$ cat config.mk
export PLATFORM = sky130hd
export DESIGN_NAME = aes_cone_launch_capture
export DESIGN_NICKNAME = d
export VERILOG_FILES = /design/src/rtl/aes_cone_launch_capture.sv
export SDC_FILE = /design/constraint.sdc
export NUM_CORES = 1
export LEC_CHECK = 0
export BUFFER_PORTS_ARGS = -buffer_cell sky130_fd_sc_hd__buf_2
export CORE_ASPECT_RATIO = 2
export CORE_UTILIZATION = 52
export DETAILED_ROUTE_END_ITERATION = 6
export PLACE_DENSITY = 0.86
export SYNTH_ARGS = -nofsm -noshare
export SYNTH_HDL_FRONTEND = slang
export SYNTH_SLANG_ARGS = --single-unit
$ cat constraint.sdc
create_clock -name clk_i -period 2.41 [get_ports clk_i]
set_clock_uncertainty 0.2 [all_clocks]
set_input_delay 0.482 -clock clk_i [delete_from_list [all_inputs] [get_ports clk_i]]
set_output_delay 0.482 -clock clk_i [all_outputs]
set_load 0.005 [all_outputs]
$ cat src/rtl/aes_cone_launch_capture.sv
// Launch/capture wrapper around one combinational AES cone: registered launch vector, sampled result, counters.
// Latency: 2 edges from input handshake to res_valid_o; 1 vector/cycle when res_ready_i is held high.
// Backpressure: res_ready_i low stalls both stages; in_ready_o is combinational from res_ready_i.
module aes_cone_launch_capture #(
  parameter int WIDTH = 12,
  parameter int TAG_W = 4,
  parameter int CNT_W = 16
) (
  input  logic             clk_i,
  input  logic             rst_i,
  input  logic             in_valid_i,
  output logic             in_ready_o,
  input  logic [WIDTH-1:0] in_vec_i,
  input  logic [TAG_W-1:0] in_tag_i,
  input  logic             in_exp_i,
  output logic [WIDTH-1:0] cone_in_o,
  input  logic             cone_out_i,
  output logic             res_valid_o,
  input  logic             res_ready_i,
  output logic             res_bit_o,
  output logic [TAG_W-1:0] res_tag_o,
  output logic             res_err_o,
  input  logic             clr_i,
  output logic [CNT_W-1:0] sample_cnt_o,
  output logic [CNT_W-1:0] ones_cnt_o,
  output logic [CNT_W-1:0] mism_cnt_o,
  output logic             err_sticky_o
);

  localparam logic [CNT_W-1:0] CNT_MAX = '1;
  localparam logic [CNT_W-1:0] CNT_ONE = CNT_W'(1);

  // Launch stage: cone_in_q feeds the cone port directly, no logic after the flop.
  logic             l_valid_q, l_valid_d;
  logic [WIDTH-1:0] cone_in_q, cone_in_d;
  logic [TAG_W-1:0] l_tag_q, l_tag_d;
  logic             l_exp_q, l_exp_d;

  // Capture stage.
  logic             res_valid_q, res_valid_d;
  logic             res_bit_q, res_bit_d;
  logic [TAG_W-1:0] res_tag_q, res_tag_d;
  logic             res_err_q, res_err_d;

  // Characterisation counters.
  logic [CNT_W-1:0] sample_cnt_q, sample_cnt_d;
  logic [CNT_W-1:0] ones_cnt_q, ones_cnt_d;
  logic [CNT_W-1:0] mism_cnt_q, mism_cnt_d;
  logic             err_sticky_q, err_sticky_d;

  logic adv_c;
  logic adv_l;
  logic res_acc;

  // Handshake: C moves when empty or drained; L moves when empty or C moves.
  always_comb begin
    adv_c   = !res_valid_q || res_ready_i;
    adv_l   = !l_valid_q || adv_c;
    res_acc = res_valid_q && res_ready_i;
  end

  // Launch next-state: cone_in keeps its last value when idle so the cone does not toggle.
  always_comb begin
    l_valid_d = l_valid_q;
    cone_in_d = cone_in_q;
    l_tag_d   = l_tag_q;
    l_exp_d   = l_exp_q;
    if (in_valid_i && adv_l) begin
      l_valid_d = 1'b1;
      cone_in_d = in_vec_i;
      l_tag_d   = in_tag_i;
      l_exp_d   = in_exp_i;
    end else if (adv_l) begin
      l_valid_d = 1'b0;
    end
  end

  // Capture next-state: the cone has had a full period since L was loaded; empty L only clears valid.
  always_comb begin
    res_valid_d = res_valid_q;
    res_bit_d   = res_bit_q;
    res_tag_d   = res_tag_q;
    res_err_d   = res_err_q;
    if (adv_c) begin
      res_valid_d = l_valid_q;
      if (l_valid_q) begin
        res_bit_d = cone_out_i;
        res_tag_d = l_tag_q;
        res_err_d = cone_out_i ^ l_exp_q;
      end
    end
  end

  // Counter next-state: saturate at all-ones; clr beats a same-cycle increment.
  always_comb begin
    sample_cnt_d = sample_cnt_q;
    ones_cnt_d   = ones_cnt_q;
    mism_cnt_d   = mism_cnt_q;
    err_sticky_d = err_sticky_q;
    if (clr_i) begin
      sample_cnt_d = '0;
      ones_cnt_d   = '0;
      mism_cnt_d   = '0;
      err_sticky_d = 1'b0;
    end else if (res_acc) begin
      if (sample_cnt_q != CNT_MAX) sample_cnt_d = sample_cnt_q + CNT_ONE;
      if (res_bit_q && (ones_cnt_q != CNT_MAX)) ones_cnt_d = ones_cnt_q + CNT_ONE;
      if (res_err_q && (mism_cnt_q != CNT_MAX)) mism_cnt_d = mism_cnt_q + CNT_ONE;
      if (res_err_q) err_sticky_d = 1'b1;
    end
  end

  // Pipeline registers; reset drops any in-flight vector.
  always_ff @(posedge clk_i) begin
    if (rst_i) begin
      l_valid_q   <= 1'b0;
      cone_in_q   <= '0;
      l_tag_q     <= '0;
      l_exp_q     <= 1'b0;
      res_valid_q <= 1'b0;
      res_bit_q   <= 1'b0;
      res_tag_q   <= '0;
      res_err_q   <= 1'b0;
    end else begin
      l_valid_q   <= l_valid_d;
      cone_in_q   <= cone_in_d;
      l_tag_q     <= l_tag_d;
      l_exp_q     <= l_exp_d;
      res_valid_q <= res_valid_d;
      res_bit_q   <= res_bit_d;
      res_tag_q   <= res_tag_d;
      res_err_q   <= res_err_d;
    end
  end

  // Counter registers.
  always_ff @(posedge clk_i) begin
    if (rst_i) begin
      sample_cnt_q <= '0;
      ones_cnt_q   <= '0;
      mism_cnt_q   <= '0;
      err_sticky_q <= 1'b0;
    end else begin
      sample_cnt_q <= sample_cnt_d;
      ones_cnt_q   <= ones_cnt_d;
      mism_cnt_q   <= mism_cnt_d;
      err_sticky_q <= err_sticky_d;
    end
  end

  assign in_ready_o   = adv_l;
  assign cone_in_o    = cone_in_q;
  assign res_valid_o  = res_valid_q;
  assign res_bit_o    = res_bit_q;
  assign res_tag_o    = res_tag_q;
  assign res_err_o    = res_err_q;
  assign sample_cnt_o = sample_cnt_q;
  assign ones_cnt_o   = ones_cnt_q;
  assign mism_cnt_o   = mism_cnt_q;
  assign err_sticky_o = err_sticky_q;

endmodule
# --- After elaboration in Yosys (flattened, before gate mapping) ---
# Index checks and enable logic that the tools add are counted.
classes:
  mux: 2
  add_sub_neg: 3
  eq_ne: 3
  bitwise: 1
  reduce_logical: 15
op_table:
  columns: ["cell", "count"]
  rows:
  - ["$add 16x1->16 const B", 3]
  - ["$ne 16x16->1 const B", 3]
  - ["$reduce_and 2->1", 5]
  - ["$logic_and 1x1->1", 4]
  - ["$logic_not 1->1", 2]
  - ["$logic_or 1x1->1", 2]
  - ["$mux 1", 2]
  - ["$reduce_bool 2->1", 1]
  - ["$reduce_or 2->1", 1]
  - ["$xor 1x1->1", 1]
totals:
  word_cells: 36
  output_inout_bits: 69
  inputBits: 23
  ff_bits: 74

# --- Longest topological paths before layout ---
depth:
  depth_word: 5
  depth_mapped: 6
  ltp_nobuf: 5

# --- Worst setup path after synthesis ---
# OpenSTA, ideal clock, no wires.
synth_timing:
  path_type: "input port to flip-flop"
  startpoint: "in res_ready_i"
  endpoint: "reg mism_cnt_q[15], in the netlist mism_cnt_o[15]"
  t_required_ns: 2.140
  setup_time_ns: 0.070
  path_buffers: 2
  setup_slack_ns: 0.200
  path_stages: 6
  arrival_ns: 1.939
  path_cell_list: "buf_4 -> nand3_4 -> or4_1 -> buf_2 -> or4_1 -> a21oi_1"
synth_between:
  elab_chain_len: 2
synth_lines:
  columns: ["element", "line", "rtl"]
  rows:
  - ["start: declaration", "19", "input logic res_ready_i,"]
  - ["$logic_and 1x1->1", "59", "res_acc = res_valid_q && res_ready_i;"]
  - ["$reduce_and 2->1 (no source line)", null, null]
  - ["end signal: assignment", "146", "mism_cnt_q <= mism_cnt_d;"]
  - ["end: declaration", "48", "logic [CNT_W-1:0] mism_cnt_q, mism_cnt_d;"]
# Every way passes these cells.
# A chain may end at the register's enable or synchronous reset.

# --- Worst setup path in the final report ---
layout_timing:
  startpoint: "reg mism_cnt_q[0], in the netlist mism_cnt_o[0]"
  endpoint: "reg mism_cnt_q[12], in the netlist mism_cnt_o[12]"
layout_between:
  elab_chain_len: 3
  elab_cells_between_ends: 4
  cone_classes: "add/sub: 1; eq/ne: 1; reduce/logical: 2"
layout_lines:
  columns: ["element"]
  rows:
  - ["parallel branches: the longest is 3 deep, another holds $add 16x1->16"]
# Several ways; the timed one is not identified.

==> impl_metrics.env <==
export IMPL_status="finished, final reports clean"
export IMPL_grt_overflow_total=0
export IMPL_first_global_vias=3271
export IMPL_synth_distinct_cells=38
export IMPL_post_cts_resized=0
export IMPL_fin_crit_sh_pct=91.9
export IMPL_p_clk_share_pct=50.5
export IMPL_insertion_delay_ns=0.34
export IMPL_p_per_area_nw_per_um2=653
export IMPL_cts_root_buf="clkbuf_16"
export IMPL_max_cap_violations=0
export IMPL_p_switching_uw=580
export IMPL_drc=0
export IMPL_start_util_pct=53.8
export IMPL_cts_setup_buffers=0
export IMPL_synth_seq_cells=74
export IMPL_slew_violations=0
export IMPL_place_hpwl_um=6250
export IMPL_ctsHoldBuffers=0
export IMPL_antennaDiodeCount=0
export IMPL_rsz0062_at_grt="false"
export IMPL_sequentialPowerShare_pct=45.0
export IMPL_path_clk_slew_ns=0.06
export IMPL_fmax_ghz=0.452
export IMPL_syn_avg_cell_area_sq_um=8.34
export IMPL_dr_pass1_iters=4
export IMPL_fin_tns_setup_ns=0
export IMPL_dr_first_iter_drc_count=173
export IMPL_wire_per_inst_um=14.6
export IMPL_synth_nets=433
export IMPL_dpl_worst_slack_ns=0.133
export IMPL_gp_congestion=0.881
export IMPL_grt_max_degree=33
export IMPL_grt_usage_pct=27.1
export IMPL_cts_path_max_buffers=2
export IMPL_peakVddDrop_v=0.000595
export IMPL_syn_area_sq_um=3400
export IMPL_synth_area_top_cells="dfxtp_1 (44%), a21oi_1 (6.5%), nand3_1 (5.2%)"
export IMPL_placementRows=41
export IMPL_critPathMaxFanout=8
export IMPL_seq_area_frac_synth_pct=43.6
export IMPL_p_leak_uw=0.00173
export IMPL_most_common_layout_cells="buf_2 (91), dfxtp_1 (74), nand2_1 (45)"
export IMPL_cp_arrival_ns=2.28
export IMPL_drive_above_1_share_pct=25.5
export IMPL_final_util_pct=68.1
export IMPL_yosys_warnings=0
export IMPL_critical_path_class="flip-flop to flip-flop"
export IMPL_grt_pass1_wl_um=14200
export IMPL_io_pins=92
export IMPL_slew_headroom_pct=62.4
export IMPL_die_h_um=116
export IMPL_vias_per_cell=5.96
export IMPL_cts_buffers_inserted=9
export IMPL_portBuffers=91
export IMPL_fin_crit_ns=2.21
export IMPL_syn_inst=407
export IMPL_layout_commonest_cell="buf_2"
export IMPL_ant_nets=0
export IMPL_yosys_area_top_type_share_pct=43.6
export IMPL_postLayoutSetupSlackWorst_ns=0.196
export IMPL_start_kind="flip-flop"
export IMPL_clock_sinks=74
export IMPL_num_nets_final=527
export IMPL_swShare_pct=20.7
export IMPL_cts_tree="yes"
export IMPL_synth_area_leader_cell="dfxtp_1"
export IMPL_die_w_um=59.1
export IMPL_crit_path_end_kind="flip-flop"
export IMPL_p_int_uw=2230
export IMPL_min_path_type="input port to flip-flop"
export IMPL_area_growth_pct=26.6
export IMPL_die_area_sq_um=6880
export IMPL_hold_viol=0
export IMPL_finalWirelength_um=8670
export IMPL_comb_power_share_pct=4.5
export IMPL_core_sq_um=6310
export IMPL_cp_required_ns=2.48
export IMPL_setup_viol_count_final=0
export IMPL_worst_pin_slew_ns=0.563
export IMPL_nFillCells=521
export IMPL_h_tree_depth=3
export IMPL_num_vias=3526
export IMPL_antenna_found_initial=0
## per-stage QoR
step                std cells  power [uW]  hold slack [ns]  cell area (sq um)
floorplan                 407        1360            0.236               3400
global placement          576        1410            0.239               3980
detailed placement        576        1410            0.246               3980
CTS                       592        2830            0.189               4300
global route              592        2880            0.199               4300
finish                    592        2810            0.195               4300
## cells by family after synthesis
logic type | Yosys count | share of synthesized area, %
flops | 74 | 43.6
simple gates | 182 | 29.1
compound gates | 102 | 18.5
xor+xnor | 2 | 0.516
mux | 11 | 3.24
fa+ha+maj | 3 | 1.11
buf+inv | 33 | 3.91
## power by group through the flow
stage,combinational (uW),sequential [uW],clock (uW)
detailed placement,126,1290,0
floorplan,72.6,1280,0
global route,141,1260,1480
finish,127,1260,1420
global placement,123,1290,0
CTS,127,1260,1440
## synthesized netlist by cell type
cell / n
and4_1: 6
inv_1: 9
o311ai_0: 9
nand2_1: 45
xor2_1: 2
nand3_4: 1
buf_2: 1
nor2_1: 17
or4_2: 1
dfxtp_1: 74
nor2b_1: 1
o211ai_1: 4
a211oi_1: 1
buf_4: 2
o41ai_1: 8
and3_1: 7
or4_1: 14
nor4_1: 5
nand3_2: 1
ha_1: 3
o31ai_1: 12
or3_1: 21
buf_1: 2
a31oi_1: 4
a41o_1: 1
nor4b_1: 1
clkbuf_1: 19
nor3_1: 9
mux2i_1: 11
nand4_1: 13
or4b_2: 1
a21oi_1: 44
nand3_1: 35
o21ai_1: 1
or2_2: 2
nand3b_1: 2
a21o_1: 1
o21ai_0: 17
## path summary, 6_finish.rpt
check / slack, ns / start / to / cells past startpoint
max: 0.20 / mism_cnt_o[0] / mism_cnt_o[12] / 5
min: 0.19 / in_tag_i[1] / l_tag_q[1] / 3
max reg2reg: 0.20 / mism_cnt_o[0] / mism_cnt_o[12] / 5
min reg2reg: 0.26 / l_tag_q[3] / l_tag_q[3] / 2
## sequential cells by signal, indices dropped and copies added, names as in the netlist
name / count
ones_cnt_o: 16
cone_in_o: 12
mism_cnt_o: 16
res_valid_o: 1
err_sticky_o: 1
l_valid_q: 1
l_tag_q: 4
res_err_o: 1
sample_cnt_o: 16
l_exp_q: 1
res_tag_o: 4
res_bit_o: 1
## critical path: stages (launching register included)
cell and delay [ns]:
dfxtp_1 0.41, ha_1 0.22, nand4_1 0.20, or3_1 0.54
or4_1 0.43, a21oi_1 0.15
## layout make-up
| class | count | area, sq um | share of cell area [%] |
|---|---|---|---|
| clock buffer | 10 | 239 | 5.56 |
| clock inverter | 6 | 80.1 | 1.86 |
| multi-input combinational | 300 | 1780 | 41.4 |
| inverter | 9 | 33.8 | 0.786 |
| sequential | 74 | 1480 | 34.5 |
| tap | 86 | 108 | 2.50 |
| timing repair buffer | 107 | 576 | 13.4 |
## metal layers
metal  up-vias  track usage (%)  wire length [um]
li1       1732                -                 -
met1      1642             26.2              3280
met2       134             49.2              4700
met3        18             7.09               488
met4         0             16.8               202
met5         -                0                 0
No activity file was read; power rests on OpenSTA's default activity.
